<file path="config.mk">
export PLATFORM = sky130hd
export DESIGN_NAME = uart_cmd_parser
export DESIGN_NICKNAME = d
export VERILOG_FILES = /design/src/rtl/uart_pkg.sv /design/src/rtl/uart_frame_timer.sv /design/src/rtl/uart_cmd_parser.sv
export SDC_FILE = /design/constraint.sdc
export NUM_CORES = 1
export LEC_CHECK = 0
export CORE_ASPECT_RATIO = 1.1
export CORE_MARGIN = 2
export CORE_UTILIZATION = 45
export DETAILED_ROUTE_END_ITERATION = 10
export PLACE_DENSITY = 0.69
export SYNTH_ARGS = -nofsm -noshare
export SYNTH_HDL_FRONTEND = slang
export SYNTH_SLANG_ARGS = --single-unit
</file>
<file path="constraint.sdc">
create_clock -name clk -period 2.4 [get_ports clk]
set_clock_uncertainty 0.1 [all_clocks]
set_input_delay 0.48 -clock clk [delete_from_list [all_inputs] [get_ports clk]]
set_output_delay 0.48 -clock clk [all_outputs]
set_load 0.03 [all_outputs]
</file>
<file path="src/rtl/uart_pkg.sv">
// Shared types and constants for the UART command front end.
// Pure declarations; no logic, no latency, no flow control.
package uart_pkg;

  typedef enum logic [2:0] {
    IDLE,
    CMD,
    ADDR,
    DATA,
    CHK,
    ISSUE
  } parser_state_e;

  typedef enum logic [1:0] {
    ERR_OVERRUN = 2'd0,
    ERR_BAD_CMD = 2'd1,
    ERR_CHKSUM  = 2'd2,
    ERR_TIMEOUT = 2'd3
  } err_code_e;

  localparam logic [7:0] CMD_WRITE         = 8'h57;
  localparam logic [7:0] CMD_READ          = 8'h52;
  localparam logic [7:0] SYNC_BYTE_DEFAULT = 8'hA5;

endpackage

</file>
<file path="src/rtl/uart_frame_timer.sv">
// Inter-byte gap timer: o_tc pulses on the TIMEOUT_CYCLES-th consecutive enabled, uncleared cycle.
// Combinational o_tc from a registered count; i_clr always wins over the terminal count.
module uart_frame_timer #(
  parameter int TIMEOUT_CYCLES = 1000000
) (
  input  logic clk,
  input  logic rst_n,
  input  logic i_clr,
  input  logic i_en,
  output logic o_tc
);

  localparam int TW = $clog2(TIMEOUT_CYCLES + 1);
  localparam logic [TW-1:0] TC_VAL = TW'(TIMEOUT_CYCLES - 1);

  logic [TW-1:0] r_cnt;

  always_ff @(posedge clk or negedge rst_n) begin
    if (!rst_n) begin
      r_cnt <= '0;
    end else if (i_clr) begin
      r_cnt <= '0;
    end else if (i_en) begin
      r_cnt <= r_cnt + TW'(1);
    end
  end

  // r_cnt already holds the number of silent cycles before this one
  assign o_tc = i_en && !i_clr && (r_cnt == TC_VAL);

endmodule

</file>
<file path="src/rtl/uart_cmd_parser.sv">
// Assembles SYNC/opcode/addr/data/XOR-checksum frames from uart_rx into one register request.
// req_valid rises the cycle after the CHK byte and holds until req_ready; errors are 1-cycle pulses.
module uart_cmd_parser
  import uart_pkg::*;
#(
  parameter int         ADDR_BYTES     = 2,
  parameter int         DATA_BYTES     = 4,
  parameter logic [7:0] SYNC_BYTE      = SYNC_BYTE_DEFAULT,
  parameter int         TIMEOUT_CYCLES = 1000000
) (
  input  logic                    clk,
  input  logic                    rst_n,
  input  logic [7:0]              rx_data,
  input  logic                    rx_valid,
  output logic                    req_valid,
  input  logic                    req_ready,
  output logic                    req_we,
  output logic [8*ADDR_BYTES-1:0] req_addr,
  output logic [8*DATA_BYTES-1:0] req_wdata,
  output logic                    err_valid,
  output logic [1:0]              err_code
);

  localparam int AW   = 8 * ADDR_BYTES;
  localparam int DW   = 8 * DATA_BYTES;
  localparam int MAXB = (ADDR_BYTES > DATA_BYTES) ? ADDR_BYTES : DATA_BYTES;
  localparam int BCW  = $clog2(MAXB + 1);
  localparam logic [BCW-1:0] ADDR_LAST = BCW'(ADDR_BYTES - 1);
  localparam logic [BCW-1:0] DATA_LAST = BCW'(DATA_BYTES - 1);

  parser_state_e   r_state;
  logic [BCW-1:0]  r_cnt;
  logic [7:0]      r_chk;
  logic            r_we;
  logic [AW-1:0]   r_addr;
  logic [DW-1:0]   r_wdata;
  logic            r_req_valid;
  logic            r_err_valid;
  err_code_e       r_err_code;

  logic w_active;
  logic w_tmr_clr;
  logic w_tc;

  assign w_active  = (r_state == CMD) || (r_state == ADDR) ||
                     (r_state == DATA) || (r_state == CHK);
  assign w_tmr_clr = rx_valid || !w_active;

  uart_frame_timer #(
    .TIMEOUT_CYCLES(TIMEOUT_CYCLES)
  ) u_timer (
    .clk   (clk),
    .rst_n (rst_n),
    .i_clr (w_tmr_clr),
    .i_en  (w_active),
    .o_tc  (w_tc)
  );

  always_ff @(posedge clk or negedge rst_n) begin
    if (!rst_n) begin
      r_state     <= IDLE;
      r_cnt       <= '0;
      r_chk       <= '0;
      r_we        <= 1'b0;
      r_addr      <= '0;
      r_wdata     <= '0;
      r_req_valid <= 1'b0;
      r_err_valid <= 1'b0;
      r_err_code  <= ERR_OVERRUN;
    end else begin
      r_err_valid <= 1'b0;
      if (w_tc) begin
        r_err_valid <= 1'b1;
        r_err_code  <= ERR_TIMEOUT;
        r_state     <= IDLE;
      end else begin
        case (r_state)
          IDLE: begin
            if (rx_valid && (rx_data == SYNC_BYTE)) r_state <= CMD;
          end
          CMD: begin
            if (rx_valid) begin
              if ((rx_data == CMD_WRITE) || (rx_data == CMD_READ)) begin
                r_we    <= (rx_data == CMD_WRITE);
                r_chk   <= rx_data;
                r_cnt   <= '0;
                r_wdata <= '0;
                r_state <= ADDR;
              end else begin
                r_err_valid <= 1'b1;
                r_err_code  <= ERR_BAD_CMD;
                r_state     <= IDLE;
              end
            end
          end
          ADDR: begin
            if (rx_valid) begin
              r_addr <= AW'({r_addr, rx_data});
              r_chk  <= r_chk ^ rx_data;
              if (r_cnt == ADDR_LAST) begin
                r_cnt   <= '0;
                r_state <= r_we ? DATA : CHK;
              end else begin
                r_cnt <= r_cnt + BCW'(1);
              end
            end
          end
          DATA: begin
            if (rx_valid) begin
              r_wdata <= DW'({r_wdata, rx_data});
              r_chk   <= r_chk ^ rx_data;
              if (r_cnt == DATA_LAST) begin
                r_cnt   <= '0;
                r_state <= CHK;
              end else begin
                r_cnt <= r_cnt + BCW'(1);
              end
            end
          end
          CHK: begin
            if (rx_valid) begin
              if (rx_data == r_chk) begin
                r_req_valid <= 1'b1;
                r_state     <= ISSUE;
              end else begin
                r_err_valid <= 1'b1;
                r_err_code  <= ERR_CHKSUM;
                r_state     <= IDLE;
              end
            end
          end
          ISSUE: begin
            // Bytes arriving while the request is pending are lost; the request itself is untouched
            if (rx_valid) begin
              r_err_valid <= 1'b1;
              r_err_code  <= ERR_OVERRUN;
            end
            if (r_req_valid && req_ready) begin
              r_req_valid <= 1'b0;
              r_state     <= IDLE;
            end
          end
          default: r_state <= IDLE;
        endcase
      end
    end
  end

  assign req_valid = r_req_valid;
  assign req_we    = r_we;
  assign req_addr  = r_addr;
  assign req_wdata = r_wdata;
  assign err_valid = r_err_valid;
  assign err_code  = r_err_code;

endmodule

</file>
==> flow_summary.toml, run 1 <==
[die]
start_util = 0.464
die-area_mm2 = 0.00994
die_w_um = 95.2
dieHeight_um = 104
fp-row-count = 36
io_pins = 65
core-area_mm2 = 0.00887

[synthesis]
netlist_area_mm2 = 0.00412
synth_area_leader_cell = "dfrtp_1"
syn_nets = 429
netlist_top_cells_count = "dfrtp_1 (87), nand2_1 (85), o21ai_0 (39)"
async_flop_share = 1.00
ys.warnings.count = 0
synth_cells = 412
ys_seq_elements = 87
syn-mean-instance-area_um2 = 10.0
seq_area_frac_synth = 0.528
ys_types = 49
yosys-top-cells-area = "dfrtp_1 (53%), nand2_1 (7.7%), o21ai_0 (4.7%), mux2_4 (3.6%), xor2_1 (3.0%)"
synth.most_common_cell = "dfrtp_1"
synth_ff_type = "dfrtp_1"
synth_edf_count = 0
synth_top_cell_area_share = 0.528

[final_layout]
num_antenna_cells = 0
drive_above_1_share = 0.123
fillCellCount = 742
regArea_mm2 = 0.00218
final_area_mm2 = 0.00523
area_delta_synth_final_pct = 26.9
final_nets = 507
multi_input_area_mm2 = 0.00178

[clock_tree]
clkLatencyLatePin_ns = 0.37
clock_path_buffers = 2
clk_pin_slew_ns = 0.09
clkSinkCount = 87
cts_tree = "built"
numCtsBuffers = 9
cts-root-buf = "clkbuf_8"
htree_levels = 3

[setup_path]
arrival_ns = 2.22
crit_path_end_kind = "flop"
critical_path_class = "primary input to flop"
critPathMaxFanout = 5
required_ns = 2.55
cp-start-kind = "primary input"

[timing]
worst_slew_pin_slew_ns = 0.503
rsz0062_at_grt = "false"
finalHoldViolCount = 0
relSlewSlack = 0.665
setup_viol_count_final = 0
maxSlewViolCount = 0
tns_ns = 0
period_share = 0.864
fmax_mhz = 482
fin_crit_ns = 2.07

[status]
status = "finished, final reports clean"

[placement]
port_buffers = 64
place_hpwl_um = 6320
placed_area_mm2 = 0.00499
gp_congestion = 0.917

[global_route]
grt_pass1_vias = 3096
antenna_found_initial = 0
grt_max_degree = 52
globalRoute.totalOverflow = 0
track_usage = 0.198
grt_pass1_wl_um = 15400

[drt]
firstDrtPassIters = 5
drt-total-wl_um = 8990
drc = 0
first_iter_violations = 193
vias_per_cell = 5.13
ant_nets = 0
vias = 3125
post_drt_wl_per_cell_um = 14.8

[job]
drv_cap = 0

[power_and_ir_drop]
power_mw = 3.40
p_leak_nw = 2.21
peakVddDrop_mv = 0.316
powerDensity_mw_per_mm2 = 650

[hold_path]
hp-class = "flop to flop"
-- placed cells by master (no fill, tap or decap), types with 10 or more instances in the layout --
master	count
buf_4	20
clkdlybuf4s50_1	63
dfrtp_1	87
inv_1	10
mux2_4	10
nand2_1	85
nand3_1	13
nor2_1	28
o21ai_0	39
xnor2_1	13
xor2_1	14
-- worst max-delay path, stage by stage --
cell and delay, ns:
clkdlybuf4s50_1 0.58, nor3b_1 0.26, nor4bb_1 0.26, o2111ai_1 0.24, a211oi_1 0.30, nor3_1 0.10
-- cell families after synthesis --
group,share of synthesized area
fa+ha+maj,0.0152
mux,0.0528
simple gates,0.199
xor+xnor,0.0574
buf+inv,0.0410
flops,0.528
compound gates,0.107
-- state kept, by name, indices dropped and copies added (netlist names) --
register / cells
r_state: 3
r_chk: 8
req_we: 1
req_wdata: 32
err_valid: 1
u_timer.r_cnt: 20
req_addr: 16
err_code: 2
r_cnt: 3
req_valid: 1
-- layout make-up --
cell class | instances | area share
flip-flops and latches | 87 | 0.416
multi-input cells | 294 | 0.339
repair buffers | 88 | 0.167
well taps | 114 | 0.0273
clock buffers | 9 | 0.0237
clock inverters | 7 | 0.0196
inverters | 10 | 0.00718
-- power by group --
| group | internal, mW | switching [mW] | leakage (nW) | total [mW] |
|---|---|---|---|---|
| clock | 0.599 | 0.555 | 0.111 | 1.15 |
| sequential | 1.56 | 0.110 | 1.19 | 1.67 |
| combinational | 0.249 | 0.329 | 0.905 | 0.577 |
-- metrics by stage --
| stage | utilization | hold WS (ns) | setup slack (ns) | instances |
|---|---|---|---|---|
| after floorplan | - | 0.0844 | 0.600 | 412 |
| after detailed placement | 0.563 | 0.374 | -0.0306 | 592 |
| after global placement | 0.563 | 0.361 | 0.0319 | 592 |
| after global routing | 0.589 | 0.422 | 0.124 | 609 |
| after CTS | 0.589 | 0.394 | 0.307 | 609 |
| final | 0.589 | 0.387 | 0.327 | 609 |
-- routing by layer --
| layer | up-vias | global-route usage | routed length (µm) |
|---|---|---|---|
| met1 | 1501 | 0.265 | 4000 |
| met3 | 8 | 0.0514 | 344 |
| met2 | 55 | 0.314 | 4550 |
| met5 | - | 0 | 0 |
| met4 | 0 | 0.0580 | 101 |
| li1 | 1561 | - | - |
-- path summary, 6_finish.rpt --
check / slack (ns) / end / depth (start not counted) / startpoint
setup / recovery: 0.33 / r_state[0] / 6 / rx_data[0]
hold / removal: 0.39 / req_wdata[29] / 2 / req_wdata[29]
setup reg to reg: 0.48 / r_state[0] / 8 / r_cnt[1]
hold reg to reg: 0.39 / req_wdata[29] / 2 / req_wdata[29]
max in group asynchronous: 1.06 / req_wdata[26] / 3 / rst_n
min in group asynchronous: 0.51 / req_addr[2] / 2 / rst_n
-- timing repair --
action                                 in CTS  in global routing
resized for setup                           0                  0
setup buffers                               0                  0
hold buffers                                1                  0
endpoints found under the hold margin      36                  0
No activity file was read; power rests on OpenSTA's default activity.
==> inputs of run 2 (changes only) <==
CELL_PAD_IN_SITES_DETAIL_PLACEMENT = 1   (was unset)
CELL_PAD_IN_SITES_GLOBAL_PLACEMENT = 1   (was unset)
CORE_UTILIZATION = 41   (was 45)
PLACE_DENSITY = unset   (was 0.69)
PLACE_DENSITY_LB_ADDON = 0.1   (was unset)
==> run 2 against run 1 <==
Against the previous run:
- count of clock-buffer cells in the layout is the same
- combinational power rose by 3%
- clock power is 24% lower
- sequential share of layout area is 0.30 points higher
- total power down 8.1%
- routed wire length up 10%
- via count increased by 2.4%
- hold slack worse by 0.0067 ns
- register-to-register slack worse by 0.11 ns
- largest power group unchanged
==> flow_summary.toml, run 2 (synthesized netlist as in run 1, its figures left out) <==
[final_layout]
area_delta_synth_final_pct = 26.0
final_cell_mix = "dfrtp_1 (87), nand2_1 (85), clkdlybuf4s50_1 (63)"
final_area_mm2 = 0.00519
layout_commonest_cell = "dfrtp_1"
num_antenna_cells = 0
stdcell_count = 617
final_nets = 511
drive_above_1_share = 0.127
largest_reg_flops = 32
fillCellCount = 1095
final_util = 0.528

[drt]
first_iter_violations = 107
drt-total-wl_um = 9900
drc = 0
vias_per_cell = 5.19
ant_nets = 0
vias = 3201
firstDrtPassIters = 4
post_drt_wl_per_cell_um = 16.0

[timing]
relSlewSlack = 0.646
rsz0062_at_grt = "false"
fmax_mhz = 487
finalHoldViolCount = 0
period_share = 0.856
maxSlewViolCount = 0
worst_slew_pin_slew_ns = 0.526
fin_crit_ns = 2.06
setup_viol_count_final = 0

[global_route]
grt_pass1_vias = 3431
grt_pass1_wl_um = 17000
track_usage = 0.199
antenna_found_initial = 0
globalRoute.totalOverflow = 0
grt_max_degree = 66

[clock_tree]
clkLatencyLatePin_ns = 0.35
numCtsBuffers = 9
cts_tree = "built"
holdBufCountCts = 1
htree_levels = 3
cts-root-buf = "clkbuf_8"
cts_setup_buffers = 0
clock_path_buffers = 2
clk_pin_slew_ns = 0.08
clkSinkCount = 87
post_cts_resized = 0

[setup_path]
cp-start-kind = "primary input"
required_ns = 2.57
arrival_ns = 2.23
r2r_cells = 8
critical_path_class = "primary input to flop"
critPathMaxFanout = 10
crit_path_end_kind = "flop"

[power_and_ir_drop]
powerDensity_mw_per_mm2 = 602
peakVddDrop_mv = 0.261
p_leak_nw = 2.19

[die]
dieHeight_um = 109
die_w_um = 99.6
die-area_mm2 = 0.0109
io_pins = 65
start_util = 0.419
fp-row-count = 38
core-area_mm2 = 0.00984

[placement]
port_buffers = 64
dp.cells = 602
placed_area_mm2 = 0.00503
place_hpwl_um = 6990
gp_congestion = 0.744

[hold_path]
hp-class = "flop to flop"
hold_depth = 2

[status]
status = "finished, final reports clean"

[job]
drv_cap = 0
==> run 2: cell types whose count changed in the layout (fill, tap and decap cells not counted) <==
cell,change
buf_4,+4
bufinv_16,-2
clkinv_2,+4
clkinv_4,-1
inv_6,-3
==> run 2: worst max-delay path: stages <==
cell and delay, ns:
clkdlybuf4s50_1 0.65, nor2b_1 0.38, and2_1 0.42, a21oi_1 0.12
a31oi_1 0.17
==> run 2: power breakdown <==
| part | total [mW] | internal [mW] | switching [mW] | leakage (nW) |
|---|---|---|---|---|
| Sequential | 1.65 | 1.56 | 0.0938 | 1.19 |
| Combinational | 0.597 | 0.259 | 0.338 | 0.925 |
| Clock | 0.876 | 0.358 | 0.518 | 0.0805 |
| Total | 3.13 | 2.18 | 0.950 | 2.19 |
==> run 2: path summary, 6_finish.rpt <==
kind                               start                 to  slack (ns)
setup / recovery                rx_valid           r_chk[4]        0.34
hold / removal             req_wdata[28]      req_wdata[28]        0.38
setup reg to reg                r_cnt[1]         r_state[0]        0.37
hold reg to reg            req_wdata[28]      req_wdata[28]        0.38
max in group asynchronous          rst_n           r_chk[5]        1.08
min in group asynchronous          rst_n  u_timer.r_cnt[13]        0.46
==> run 2: per-layer routing <==
| metal | vias to the layer above | share of wire | global-route usage | wire, µm |
|---|---|---|---|---|
| li1 | 1555 | - | - | - |
| met1 | 1581 | 0.45 | 0.261 | 4480 |
| met2 | 50 | 0.50 | 0.336 | 4990 |
| met3 | 15 | 0.029 | 0.0340 | 289 |
| met4 | 0 | 0.014 | 0.0665 | 140 |
| met5 | - | 0 | 0 | 0 |
==> run 2: final cells by class <==
type,instances,area (µm²),area share
Clock buffer,9,124,0.0239
Clock inverter,5,27.5,0.00530
Inverter,10,37.5,0.00723
Multi-Input combinational cell,294,1780,0.342
Sequential cell,87,2180,0.419
Tap cell,120,150,0.0289
Timing Repair Buffer,92,901,0.173
==> run 2: through the flow <==
step                setup TNS [ns]  hold WS [ns]  power [mW]  setup slack [ns]
detailed placement         -0.0996         0.312        2.29           -0.0341
global route                     0         0.424        3.31             0.101
floorplan                        0        0.0844        2.05             0.600
finish                           0         0.380        3.13             0.345
global placement           -0.0187         0.305        2.26           -0.0187
CTS                              0         0.388        3.17             0.318
==> inputs of run 3 (changes only) <==
CTS_BUF_LIST = sky130_fd_sc_hd__clkbuf_8 sky130_fd_sc_hd__clkbuf_16   (was unset)
GPL_ROUTABILITY_DRIVEN = 0   (was unset)
==> results of run 3 <==
Final layout, timing and power as in run 2 (identical DEF).
